## config.mk

```make
export PLATFORM = sky130hd
export DESIGN_NAME = muldiv_seq_unit_flat
export DESIGN_NICKNAME = d
export VERILOG_FILES = /design/src/rtl/muldiv_seq_unit_if.sv /design/src/rtl/muldiv_seq_unit.sv /design/src/flat_wrapper.sv
export SDC_FILE = /design/constraint.sdc
export NUM_CORES = 1
export LEC_CHECK = 0
export CAP_MARGIN = 20
export CORE_AREA = 2 2 180 182
export CTS_CLUSTER_DIAMETER = 150
export DETAILED_ROUTE_END_ITERATION = 10
export DIE_AREA = 0 0 182 184
export PLACE_DENSITY = 0.83
export SYNTH_ARGS = -nofsm -noshare
export SYNTH_HDL_FRONTEND = slang
export SYNTH_SLANG_ARGS = --single-unit
```

## constraint.sdc

```tcl
create_clock -name i_clk -period 12.1 [get_ports i_clk]
set_input_delay 2.42 -clock i_clk [delete_from_list [all_inputs] [get_ports i_clk]]
set_output_delay 2.42 -clock i_clk [all_outputs]
set_load 0.01 [all_outputs]
```

## src/rtl/muldiv_seq_unit_if.sv

```systemverilog
// Request/response bundle between the EX stage and the multiply/divide unit.
interface muldiv_seq_unit_if #(
    parameter int unsigned XLEN = 32
);
    logic            flush;
    logic            req_valid;
    logic [2:0]      req_op;
    logic [XLEN-1:0] req_a;
    logic [XLEN-1:0] req_b;
    logic [4:0]      req_rd;
    logic            stall;
    logic            resp_valid;
    logic [XLEN-1:0] resp_data;
    logic [4:0]      resp_rd;

    modport master (
        output flush, req_valid, req_op, req_a, req_b, req_rd,
        input  stall, resp_valid, resp_data, resp_rd
    );

    modport slave (
        input  flush, req_valid, req_op, req_a, req_b, req_rd,
        output stall, resp_valid, resp_data, resp_rd
    );
endinterface

```

## src/rtl/muldiv_seq_unit.sv

```systemverilog
// Iterative RV32M multiply/divide unit: shift-add multiply, restoring divide, one bit per cycle.
// Optional macro MULDIV_FAST_MUL_EN: single-cycle multiplier for MUL/MULH/MULHSU/MULHU.
module muldiv_seq_unit #(
    parameter int unsigned XLEN  = 32,
    parameter int unsigned CNT_W = $clog2(XLEN)
) (
    input  logic             i_clk,
    input  logic             i_rst_n,
    muldiv_seq_unit_if.slave io_bus
);
    typedef enum logic [1:0] {StIdle, StBusy, StDone} state_e;

    state_e              r_state, w_state;
    logic [CNT_W-1:0]    r_cnt, w_cnt;
    logic [2:0]          r_op, w_op;
    logic [4:0]          r_rd, w_rd;
    logic [XLEN-1:0]     r_a, w_a, r_b, w_b, r_res, w_res;
    logic [2*XLEN-1:0]   r_acc, w_acc;
    logic                r_neg_q, w_neg_q, r_neg_r, w_neg_r;

    logic                w_a_sgn, w_b_sgn, w_sa, w_sb, w_div_zero, w_div_ovf;
    logic [XLEN-1:0]     w_abs_a, w_abs_b, w_quot, w_rem, w_final;
    logic [XLEN:0]       w_mul_sum, w_div_trial;
    logic [2*XLEN-1:0]   w_step, w_prod;

    // Operand signedness per funct3; only MULHSU mixes signed a with unsigned b
    always_comb begin
        w_a_sgn = 1'b1;
        w_b_sgn = 1'b1;
        case (io_bus.req_op)
            3'b010:                 w_b_sgn = 1'b0;
            3'b011, 3'b101, 3'b111: begin
                w_a_sgn = 1'b0;
                w_b_sgn = 1'b0;
            end
            default: ;
        endcase
    end

    assign w_sa       = w_a_sgn & io_bus.req_a[XLEN-1];
    assign w_sb       = w_b_sgn & io_bus.req_b[XLEN-1];
    assign w_abs_a    = w_sa ? -io_bus.req_a : io_bus.req_a;
    assign w_abs_b    = w_sb ? -io_bus.req_b : io_bus.req_b;
    assign w_div_zero = io_bus.req_op[2] && (io_bus.req_b == '0);
    assign w_div_ovf  = (io_bus.req_op == 3'b100 || io_bus.req_op == 3'b110)
                        && (io_bus.req_a == {1'b1, {(XLEN-1){1'b0}}}) && (io_bus.req_b == '1);

`ifdef MULDIV_FAST_MUL_EN
    logic [2*XLEN-1:0] w_ext_a, w_ext_b, w_fast_prod;
    assign w_ext_a     = {{XLEN{w_sa}}, io_bus.req_a};
    assign w_ext_b     = {{XLEN{w_sb}}, io_bus.req_b};
    assign w_fast_prod = w_ext_a * w_ext_b;
`endif

    // One iteration: acc = {hi, lo}; multiply shifts right, divide shifts left
    assign w_mul_sum   = {1'b0, r_acc[2*XLEN-1:XLEN]} + (r_acc[0] ? {1'b0, r_a} : '0);
    assign w_div_trial = r_acc[2*XLEN-1:XLEN-1] - {1'b0, r_b};

    always_comb begin
        if (!r_op[2]) begin
            w_step = {w_mul_sum, r_acc[XLEN-1:1]};
        end else if (!w_div_trial[XLEN]) begin
            w_step = {w_div_trial[XLEN-1:0], r_acc[XLEN-2:0], 1'b1};
        end else begin
            w_step = {r_acc[2*XLEN-2:0], 1'b0};
        end
    end

    assign w_prod = r_neg_q ? -w_step : w_step;
    assign w_quot = r_neg_q ? -w_step[XLEN-1:0] : w_step[XLEN-1:0];
    assign w_rem  = r_neg_r ? -w_step[2*XLEN-1:XLEN] : w_step[2*XLEN-1:XLEN];

    always_comb begin
        if (r_op[2]) begin
            w_final = r_op[1] ? w_rem : w_quot;
        end else if (r_op[1:0] == 2'b00) begin
            w_final = w_prod[XLEN-1:0];
        end else begin
            w_final = w_prod[2*XLEN-1:XLEN];
        end
    end

    always_comb begin
        w_state = r_state;
        w_cnt   = r_cnt;
        w_op    = r_op;
        w_rd    = r_rd;
        w_a     = r_a;
        w_b     = r_b;
        w_acc   = r_acc;
        w_res   = r_res;
        w_neg_q = r_neg_q;
        w_neg_r = r_neg_r;
        unique case (r_state)
            StIdle: begin
                if (io_bus.req_valid && !io_bus.flush) begin
                    w_op    = io_bus.req_op;
                    w_rd    = io_bus.req_rd;
                    w_a     = w_abs_a;
                    w_b     = w_abs_b;
                    w_neg_q = w_sa ^ w_sb;
                    w_neg_r = w_sa;
                    w_cnt   = '0;
                    w_acc   = {{XLEN{1'b0}}, (io_bus.req_op[2] ? w_abs_a : w_abs_b)};
                    if (w_div_zero) begin
                        w_res   = io_bus.req_op[1] ? io_bus.req_a : '1;
                        w_state = StDone;
                    end else if (w_div_ovf) begin
                        w_res   = io_bus.req_op[1] ? '0 : io_bus.req_a;
                        w_state = StDone;
                    end
`ifdef MULDIV_FAST_MUL_EN
                    else if (!io_bus.req_op[2]) begin
                        w_res   = (io_bus.req_op[1:0] == 2'b00) ? w_fast_prod[XLEN-1:0]
                                                                : w_fast_prod[2*XLEN-1:XLEN];
                        w_state = StDone;
                    end
`endif
                    else begin
                        w_state = StBusy;
                    end
                end
            end
            StBusy: begin
                w_acc = w_step;
                w_cnt = r_cnt + CNT_W'(1);
                if (r_cnt == CNT_W'(XLEN - 1)) begin
                    w_res   = w_final;
                    w_state = StDone;
                end
            end
            StDone:  w_state = StIdle;
            default: w_state = StIdle;
        endcase
        if (io_bus.flush) begin
            w_state = StIdle;
            w_cnt   = '0;
        end
    end

    always_ff @(posedge i_clk or negedge i_rst_n) begin
        if (!i_rst_n) begin
            r_state <= StIdle;
            r_cnt   <= '0;
            r_op    <= '0;
            r_rd    <= '0;
            r_a     <= '0;
            r_b     <= '0;
            r_acc   <= '0;
            r_res   <= '0;
            r_neg_q <= 1'b0;
            r_neg_r <= 1'b0;
        end else begin
            r_state <= w_state;
            r_cnt   <= w_cnt;
            r_op    <= w_op;
            r_rd    <= w_rd;
            r_a     <= w_a;
            r_b     <= w_b;
            r_acc   <= w_acc;
            r_res   <= w_res;
            r_neg_q <= w_neg_q;
            r_neg_r <= w_neg_r;
        end
    end

    assign io_bus.stall      = io_bus.req_valid && (r_state != StDone) && !io_bus.flush;
    assign io_bus.resp_valid = (r_state == StDone) && !io_bus.flush;
    assign io_bus.resp_data  = r_res;
    assign io_bus.resp_rd    = r_rd;
endmodule

```

## src/flat_wrapper.sv

```systemverilog
// flat-port wrapper written by rule: the top's interface ports become plain ports
module muldiv_seq_unit_flat 
#(
    parameter int unsigned XLEN  = 32,
    parameter int unsigned CNT_W = $clog2(XLEN)
)
  (i_clk, i_rst_n, io_bus_flush, io_bus_req_valid, io_bus_req_op, io_bus_req_a, io_bus_req_b, io_bus_req_rd, io_bus_stall, io_bus_resp_valid, io_bus_resp_data, io_bus_resp_rd);
  muldiv_seq_unit_if #(.XLEN(XLEN)) io_bus_i ();
  input  logic i_clk;
  input  logic i_rst_n;
  input wire logic [$bits(io_bus_i.flush)-1:0] io_bus_flush;
  input wire logic [$bits(io_bus_i.req_valid)-1:0] io_bus_req_valid;
  input wire logic [$bits(io_bus_i.req_op)-1:0] io_bus_req_op;
  input wire logic [$bits(io_bus_i.req_a)-1:0] io_bus_req_a;
  input wire logic [$bits(io_bus_i.req_b)-1:0] io_bus_req_b;
  input wire logic [$bits(io_bus_i.req_rd)-1:0] io_bus_req_rd;
  output wire logic [$bits(io_bus_i.stall)-1:0] io_bus_stall;
  output wire logic [$bits(io_bus_i.resp_valid)-1:0] io_bus_resp_valid;
  output wire logic [$bits(io_bus_i.resp_data)-1:0] io_bus_resp_data;
  output wire logic [$bits(io_bus_i.resp_rd)-1:0] io_bus_resp_rd;
  assign io_bus_i.flush = io_bus_flush;
  assign io_bus_i.req_valid = io_bus_req_valid;
  assign io_bus_i.req_op = io_bus_req_op;
  assign io_bus_i.req_a = io_bus_req_a;
  assign io_bus_i.req_b = io_bus_req_b;
  assign io_bus_i.req_rd = io_bus_req_rd;
  assign io_bus_stall = io_bus_i.stall;
  assign io_bus_resp_valid = io_bus_i.resp_valid;
  assign io_bus_resp_data = io_bus_i.resp_data;
  assign io_bus_resp_rd = io_bus_i.resp_rd;
  muldiv_seq_unit #(.XLEN(XLEN), .CNT_W(CNT_W)) u_core (.i_clk(i_clk), .i_rst_n(i_rst_n), .io_bus(io_bus_i));
endmodule
```

# After elaboration in Yosys (flattened, before gate mapping)
# Cells that the tools add are included.
# classes
n_addsub,8
mul,0
div,0
magnitude_cmp,0
n_eq_ne,17
shift,0
n_mux,32
n_bitwise,3
reduce_logical,21
# ops
op,n
32-bit two-way mux,15
64-bit two-way mux,4
32-bit negator,4
64-bit one-hot mux with 2 select lines,1
"32-bit == test, second input constant",2
64-bit negator,1
32-bit one-hot mux with 2 select lines,1
32-bit by 33-bit adder with 33-bit output,1
33-bit by 32-bit subtractor with 33-bit output,1
32-bit logical NOT,1
"3-bit == test, second input constant",4
2-bit two-way mux,5
5-bit two-way mux,2
5-bit one-hot mux with 2 select lines,1
2-bit AND reduction,4
1-bit logical AND,7
"3-bit by 2-bit == test with 1-bit output, second input constant",2
"3-bit by 2-bit inequality test with 1-bit output, second input constant",2
"5-bit by 1-bit adder with 5-bit output, second input constant",1
"5-bit == test, second input constant",1
2-bit logical NOT,2
"2-bit by 1-bit inequality test with 1-bit output, second input constant",2
2-bit one-hot mux with 2 select lines,1
4-bit AND reduction,1
13 further kinds,15
# totals
register_bits,177
latchBits,0
ram_bits,0
romBits,0
inputBits,76
out_inout_bits,39
wordCells,91
n_memories,0

# Longest topological paths before layout
# logic_depth
depth_word,9
mapped_depth,29

# Worst setup path before layout
# No wires, ideal clock.
# synth_path
kind,flip-flop to flip-flop
startpoint,register u_core.r_acc[31]
endpoint,"register u_core.r_res[28], in the netlist u_core.io_bus.resp_data[28]"
arrival_ns,5.559
slack_ns,6.420
path_stages_with_launch,30
n_path_buf,5
synth_period_minus_slack_ns,5.680
cell_sequence,dfrtp_1 -> inv_1 -> ha_1 -> inv_1 -> fa_1 -> nand3_1 -> a21oi_1 -> o211ai_1 -> a21oi_2 -> a211o_1 -> buf_2 -> buf_2 -> buf_2 -> buf_1 -> nand2_1 -> nand3_1 -> o21ai_0 -> ha_1 -> nand2_1 -> or3_1 -> a2111oi_0 -> a221oi_1 -> nor2b_1 -> nand2_1 -> buf_2 -> or3_1 -> o41ai_1 -> xnor2_1 -> o21bai_1 -> a32o_1
# synth_between
elab_chain_cells,9
elab_cells_between_ends,14
cone_classes,add/sub (4); mux (10)
# synth_rtl
element,line,source
"start, declared",muldiv_seq_unit.sv:18,"logic [2*XLEN-1:0] r_acc, w_acc;"
"start signal, assigned",muldiv_seq_unit.sv:160,r_acc <= w_acc;
33-bit by 32-bit subtractor with 33-bit output,muldiv_seq_unit.sv:57,"assign w_div_trial = r_acc[2*XLEN-1:XLEN-1] - {1'b0, r_b};"
64-bit two-way mux,muldiv_seq_unit.sv:62,end else if (!w_div_trial[XLEN]) begin
64-bit two-way mux (*),muldiv_seq_unit.sv:60,if (!r_op[2]) begin
"64-bit negator, or another cell as far along",muldiv_seq_unit.sv:69,assign w_prod = r_neg_q ? -w_step : w_step;
"64-bit two-way mux, or another cell as far along",muldiv_seq_unit.sv:69,
"32-bit two-way mux, on equally long branches","muldiv_seq_unit.sv:76, muldiv_seq_unit.sv:75",
32-bit two-way mux (*),muldiv_seq_unit.sv:74,if (r_op[2]) begin
32-bit two-way mux (*),muldiv_seq_unit.sv:127,if (r_cnt == CNT_W'(XLEN - 1)) begin
32-bit one-hot mux with 2 select lines (*),muldiv_seq_unit.sv:94,unique case (r_state)
"end signal, assigned",muldiv_seq_unit.sv:161,r_res <= w_res;
"end, declared",muldiv_seq_unit.sv:17,"logic [XLEN-1:0] r_a, w_a, r_b, w_b, r_res, w_res;"
# Mark *: on every way between the ends. The rest lies on a longest branch, timed or not. The select of a mux whose other input is x is not followed.
# A chain may end at the register's enable or synchronous reset.

# Final worst setup path
# layout_path
startpoint,register u_core.r_acc[31]
endpoint,"register u_core.r_res[22], in the netlist u_core.io_bus.resp_data[22]"
# The elaborated chain is that of the path after synthesis.

==> reports/metrics.yaml <==
detailed_routing:
  drt-vias-per-instance: 7.073
  drt_iter0_drc: 2849
  ant_nets: 0
  drc: 0
  wl_per_cell_um: 27.38
  drt_wl_total_um: 74320
  dr.pass1.iters: 6
  vias: 19195
critical_path:
  worstPathMaxFanout: 31
  path_class: "reg2reg"
  critPathMaxStageDelay_ps: 770
  critical_path_required_ps: 12400
  critPathMostFrequentCell: "inv_1"
  slowest_stage: "a2111oi_0"
  worstPathArrival_ps: 7350
  crit_family: "compound AO/OA/AOI/OAI gates"
  r2r_setup_slack_ps: 5050
  path_buf_inv: 4
  crit_path_end_kind: "register"
  start_kind: "register"
cts:
  ctsResizeCount: 0
  clockRootBuffer: "clkbuf_16"
  clock_sinks: 177
  cts_made_buffers: 17
  cts.clk_slew.worst_paths_ps: 70
  h-tree-depth: 4
  cts.path.max_buffers: 2
  ctsHoldBuffers: 0
  postCtsSetupBuffers: 0
  clk_latency_ps: 480
  cts_tree: "built"
timing:
  finClkSkew_ps: 17.63
  rsz0062_at_grt: "no"
  fmax_mhz: 141.9
  worst_pin_slew_ps: 1231
  fin_crit_ps: 7050
  setup_tns_ps: 0
  finalCritPeriodShare_pct: 58.26
  slew_viol_final: 0
  relSlewSlack_pct: 17.94
  hold_violations: 0
  setup_viol: 0
floorplan:
  core_um2: 31390
  rows: 65
  die_w_um: 182
  io_pins: 115
  initial_core_util_pct: 54.83
  dieArea_um2: 33490
  die_h_um: 184
final_layout:
  drive_above_1_share_pct: 5.625
  nets: 2448
  syn_to_final_growth_pct: 11.22
  multi_input_area_um2: 12040
  fillers: 2824
  seqCellArea_um2: 4433
logic_synthesis:
  synth_flop_cell: "dfrtp_1"
  avgSynthCellArea_um2: 7.547
  synth_xor_area_share_pct: 9.006
  yosys.area_share.simple_pct: 23.57
  synthArstFlopShare_pct: 100.0
  synth_top_family_by_area: "compound AO/OA/AOI/OAI gates"
  synthAdderAreaFrac_pct: 5.451
  synth-compound-area-share_pct: 28.03
  yosysWarnings: 0
  synth_fp_nets: 2430
  ys_types: 100
  ys_seq_area_share_pct: 25.73
  synth-edff-count: 0
  yosys_register_bits: 177
  synthCells: 2281
  synthMuxAreaShare_pct: 3.532
  synthesis.area_um2: 17210
power:
  swShare_pct: 55.38
  combPwrFrac_pct: 69.2
  cellInternalPower_mw: 2.267
  p_per_area_nw_per_um2: 265.3
  p_total_mw: 5.080
  ir_worst_vdd_mv: 0.1460
  seq_power_share_pct: 19.0
  power_switching_mw: 2.813
  power_leakage_nw: 7.787
  clkPwrFrac_pct: 11.8
global_routing:
  overflow: 0
  grt_pass1_vias: 17263
  grt_pass1_wl_um: 109800
  grt_max_degree: 103
  antenna_found_initial: 4
  grt_usage_pct: 43.87
flow_run:
  cap_violations: 0
outcome:
  run_status: "completed"
worst_hold_path:
  hold_class: "reg2reg"
placement:
  place_congestion: 1.057
  numPortBuffers: 114
  hpwl_um: 57570
-- layout make-up --
| class | count | share of cell area [%] |
|---|---|---|
| Antenna cell | 1 | 0.01307 |
| Clock buffer | 18 | 2.294 |
| Clock inverter | 13 | 0.8626 |
| Inverter | 62 | 1.216 |
| Multi-Input combinational cell | 1901 | 62.86 |
| Sequential cell | 177 | 23.15 |
| Tap cell | 402 | 2.627 |
| Timing Repair Buffer | 140 | 6.973 |
-- cells in the mapped netlist, types with 30 or more instances --
cell | count | share of area (%)
nand2_1 | 329 | 7.2
nand3_1 | 67 | 1.9
dfrtp_1 | 177 | 26
o21ai_0 | 255 | 7.4
nor2_1 | 154 | 3.4
clkbuf_1 | 95 | 2.1
nor3_1 | 62 | 1.8
nand4_1 | 30 | 1.1
xnor2_1 | 101 | 5.1
xor2_1 | 76 | 3.9
and2_1 | 46 | 1.7
mux2i_1 | 48 | 2.8
a21oi_1 | 167 | 4.9
inv_1 | 61 | 1.3
ha_1 | 71 | 5.2
-- tightest hold or removal path: cells and delay by family (launching register included) --
| kind | cells | cell delay, ps |
|---|---|---|
| DFF | 1 | 340 |
| and+or+nand+nor | 2 | 110 |
-- layout by cell type (no fill, tap or decap), drive strengths merged, types with 30 or more instances in the layout --
master	n
nand2	330
o21ai	266
dfrtp	177
a21oi	171
nor2	154
clkdlybuf4s50	112
xnor2	101
xor2	76
ha	71
nand3	67
inv	67
nor3	64
mux2i	48
and2	46
nand4	32
o221ai	30
-- worst paths after layout --
kind,from,end,depth (start not counted)
min reg2reg,u_core.r_a[31],u_core.r_a[31],2
min in group asynchronous,i_rst_n,u_core.r_acc[48],1
max in group asynchronous,i_rst_n,u_core.r_op[2],2
max reg2reg,u_core.r_acc[31],u_core.io_bus.resp_data[22],25
max,u_core.r_acc[31],u_core.io_bus.resp_data[22],25
min,u_core.r_a[31],u_core.r_a[31],2
-- cells by family (layout without fill, tap and decap cells) --
logic type | after synthesis | count (layout)
buffers and inverters | 203 | 233
AND/OR/NAND/NOR | 845 | 845
adder cells (fa/ha/maj) | 74 | 74
multiplexers | 59 | 59
flip-flops | 177 | 177
other | 0 | 1
XOR/XNOR | 177 | 177
AO/OA/AOI/OAI | 746 | 746
-- routing by layer --
metal	global-route usage, %	share of wire (%)
met1	59.06	39
met2	63.13	41
met3	12.82	13
met4	24.10	6.5
met5	0	0.036
-- sequential cells by signal (all words and copies together) (netlist names) --
signal / flops
u_core.r_state: 2
u_core.r_b: 32
u_core.r_neg_r: 1
u_core.r_a: 32
u_core.r_op: 3
u_core.r_neg_q: 1
u_core.io_bus.resp_rd: 5
u_core.r_acc: 64
u_core.r_cnt: 5
u_core.io_bus.resp_data: 32
-- power groups by stage --
stage / registers, mW / clock network, mW / logic [mW]
after floorplan: 0.919 / 0 / 2.24
after global placement: 0.955 / 0 / 3.33
after detailed placement: 0.965 / 0 / 3.34
after CTS: 0.955 / 0.594 / 3.36
after global routing: 0.986 / 0.616 / 3.70
final: 0.967 / 0.599 / 3.51
-- per-stage QoR --
step / worst slack (ps) / utilization, % / instance area [um^2] / hold WS [ps] / cells
2_1_floorplan: 6420 / - / 17210 / 438.1 / 2281
3_3_place_gp: 5221 / 59.03 / 18530 / 452.1 / 2681
3_5_place_dp: 5273 / 59.03 / 18530 / 463.0 / 2681
4_1_cts: 5272 / 60.96 / 19140 / 481.5 / 2712
5_1_grt: 4778 / 60.98 / 19140 / 502.5 / 2713
6_report: 5050 / 60.99 / 19150 / 480.4 / 2714
Power figures use the tool's default switching activity.
==> RTL edit (config.mk and constraints unchanged) <==
`XLEN` is set to 32 in 3 places; all go to 16.
--- a/src/rtl/muldiv_seq_unit_if.sv
+++ b/src/rtl/muldiv_seq_unit_if.sv
@@ -1,6 +1,6 @@
 // Request/response bundle between the EX stage and the multiply/divide unit.
 interface muldiv_seq_unit_if #(
-    parameter int unsigned XLEN = 32
+    parameter int unsigned XLEN = 16
 );
     logic            flush;
     logic            req_valid;
--- a/src/rtl/muldiv_seq_unit.sv
+++ b/src/rtl/muldiv_seq_unit.sv
@@ -1,7 +1,7 @@
 // Iterative RV32M multiply/divide unit: shift-add multiply, restoring divide, one bit per cycle.
 // Optional macro MULDIV_FAST_MUL_EN: single-cycle multiplier for MUL/MULH/MULHSU/MULHU.
 module muldiv_seq_unit #(
-    parameter int unsigned XLEN  = 32,
+    parameter int unsigned XLEN  = 16,
     parameter int unsigned CNT_W = $clog2(XLEN)
 ) (
     input  logic             i_clk,
--- a/src/flat_wrapper.sv
+++ b/src/flat_wrapper.sv
@@ -1,7 +1,7 @@
 // flat-port wrapper written by rule: the top's interface ports become plain ports
 module muldiv_seq_unit_flat 
 #(
-    parameter int unsigned XLEN  = 32,
+    parameter int unsigned XLEN  = 16,
     parameter int unsigned CNT_W = $clog2(XLEN)
 )
   (i_clk, i_rst_n, io_bus_flush, io_bus_req_valid, io_bus_req_op, io_bus_req_a, io_bus_req_b, io_bus_req_rd, io_bus_stall, io_bus_resp_valid, io_bus_resp_data, io_bus_resp_rd);
Ports: changed (resized io_bus_req_a, io_bus_req_b and io_bus_resp_data); port bits go from 115 to 67. No check against the original RTL was run, so the function may have changed too.
==> RTL edit against the unedited design <==
  * Cell count down 43%
  * Maximum frequency grew 13%
  * Design area fell by 47%
  * Sequential cell count shrank 81
  * Clock power shrank 54%
  * Sequential power fell by 44%
  * Routed wire length fell by 59%
  * Synthesized area fell by 48%
  * Setup slack improved by 810 ps
  * Power is 51% lower
==> RTL edit: results <==
group,metric,value,unit
synth,synthTopCellsByCount,"nand2_1, o21ai_0, dfrtp_1",
worst_setup_path,start_kind,"primary input",
cells_and_area,n_fill_cell,3251,
timing,clock-skew-final,10.4,ps
global_route,antenna_found_initial,0,
worst_setup_path,crit_family,"buffers and inverters",
pwr,power_frac_comb,0.668,
cells_and_area,antenna_cells,0,
route,drt_iter0_drc,1054,
worst_hold_path,min_from,"u_core.r_b[2]",
cells_and_area,final-nonclk-buf-share,0.0744,
place,dp.cells,1536,
route,via_count,9004,
synth,yosys-top-cells-area,"dfrtp_1, nand2_1, o21ai_0, ha_1, a21oi_1",
run_status,outcome,"finished, final reports clean",
synth,synthCells,1121,
worst_setup_path,r2r_cells,19,
cts,insertion_delay,360,ps
cells_and_area,nNonClkBuffers,77,
timing,finalCritPeriodShare,0.516,
worst_setup_path,rrSetupSlack,6850,ps
worst_setup_path,crit_arrival,3820,ps
global_route,grt_pass1_vias,8646,
synth,ys_seq_area_frac,0.270,
cells_and_area,drive_above_1_share,0.0678,
worst_setup_path,r2r-end,"u_core.io_bus.resp_data[4]",
synth,yosys.area_share.adder,0.0590,
[RTL edit: cell types whose count changed after synthesis, sizes merged, moves of 24 or more]
cell,delta
buf,-28
inv,-25
xor2,-35
nor3,-35
o221ai,-24
ha,-33
clkbuf,-51
dfrtp,-81
xnor2,-58
a21oi,-81
nand3,-32
nor2,-79
o21ai,-157
nand2,-179
[RTL edit: metrics by stage]
step / power [mW] / hold slack (ps) / cell area, µm²
detailed placement: 2.13 / 463 / 9890
global route: 2.61 / 501 / 10200
global placement: 2.10 / 452 / 9890
finish: 2.47 / 483 / 10200
floorplan: 1.69 / 438 / 8900
CTS: 2.42 / 480 / 10200
[RTL edit: tightest hold or removal path, delay by kind of cell (launching register included)]
kind	cells	cell delay (ps)
flops	1	340
simple gates	1	50
compound gates	1	60
[RTL edit: layer usage]
metal	part of all wire	global-route usage	up-vias	routed length (µm)
met5	0	0	-	0
met4	0.048	0.0835	0	1480
met3	0.079	0.0273	100	2440
met2	0.46	0.302	485	14100
met1	0.41	0.234	4269	12700
li1	-	-	4150	-
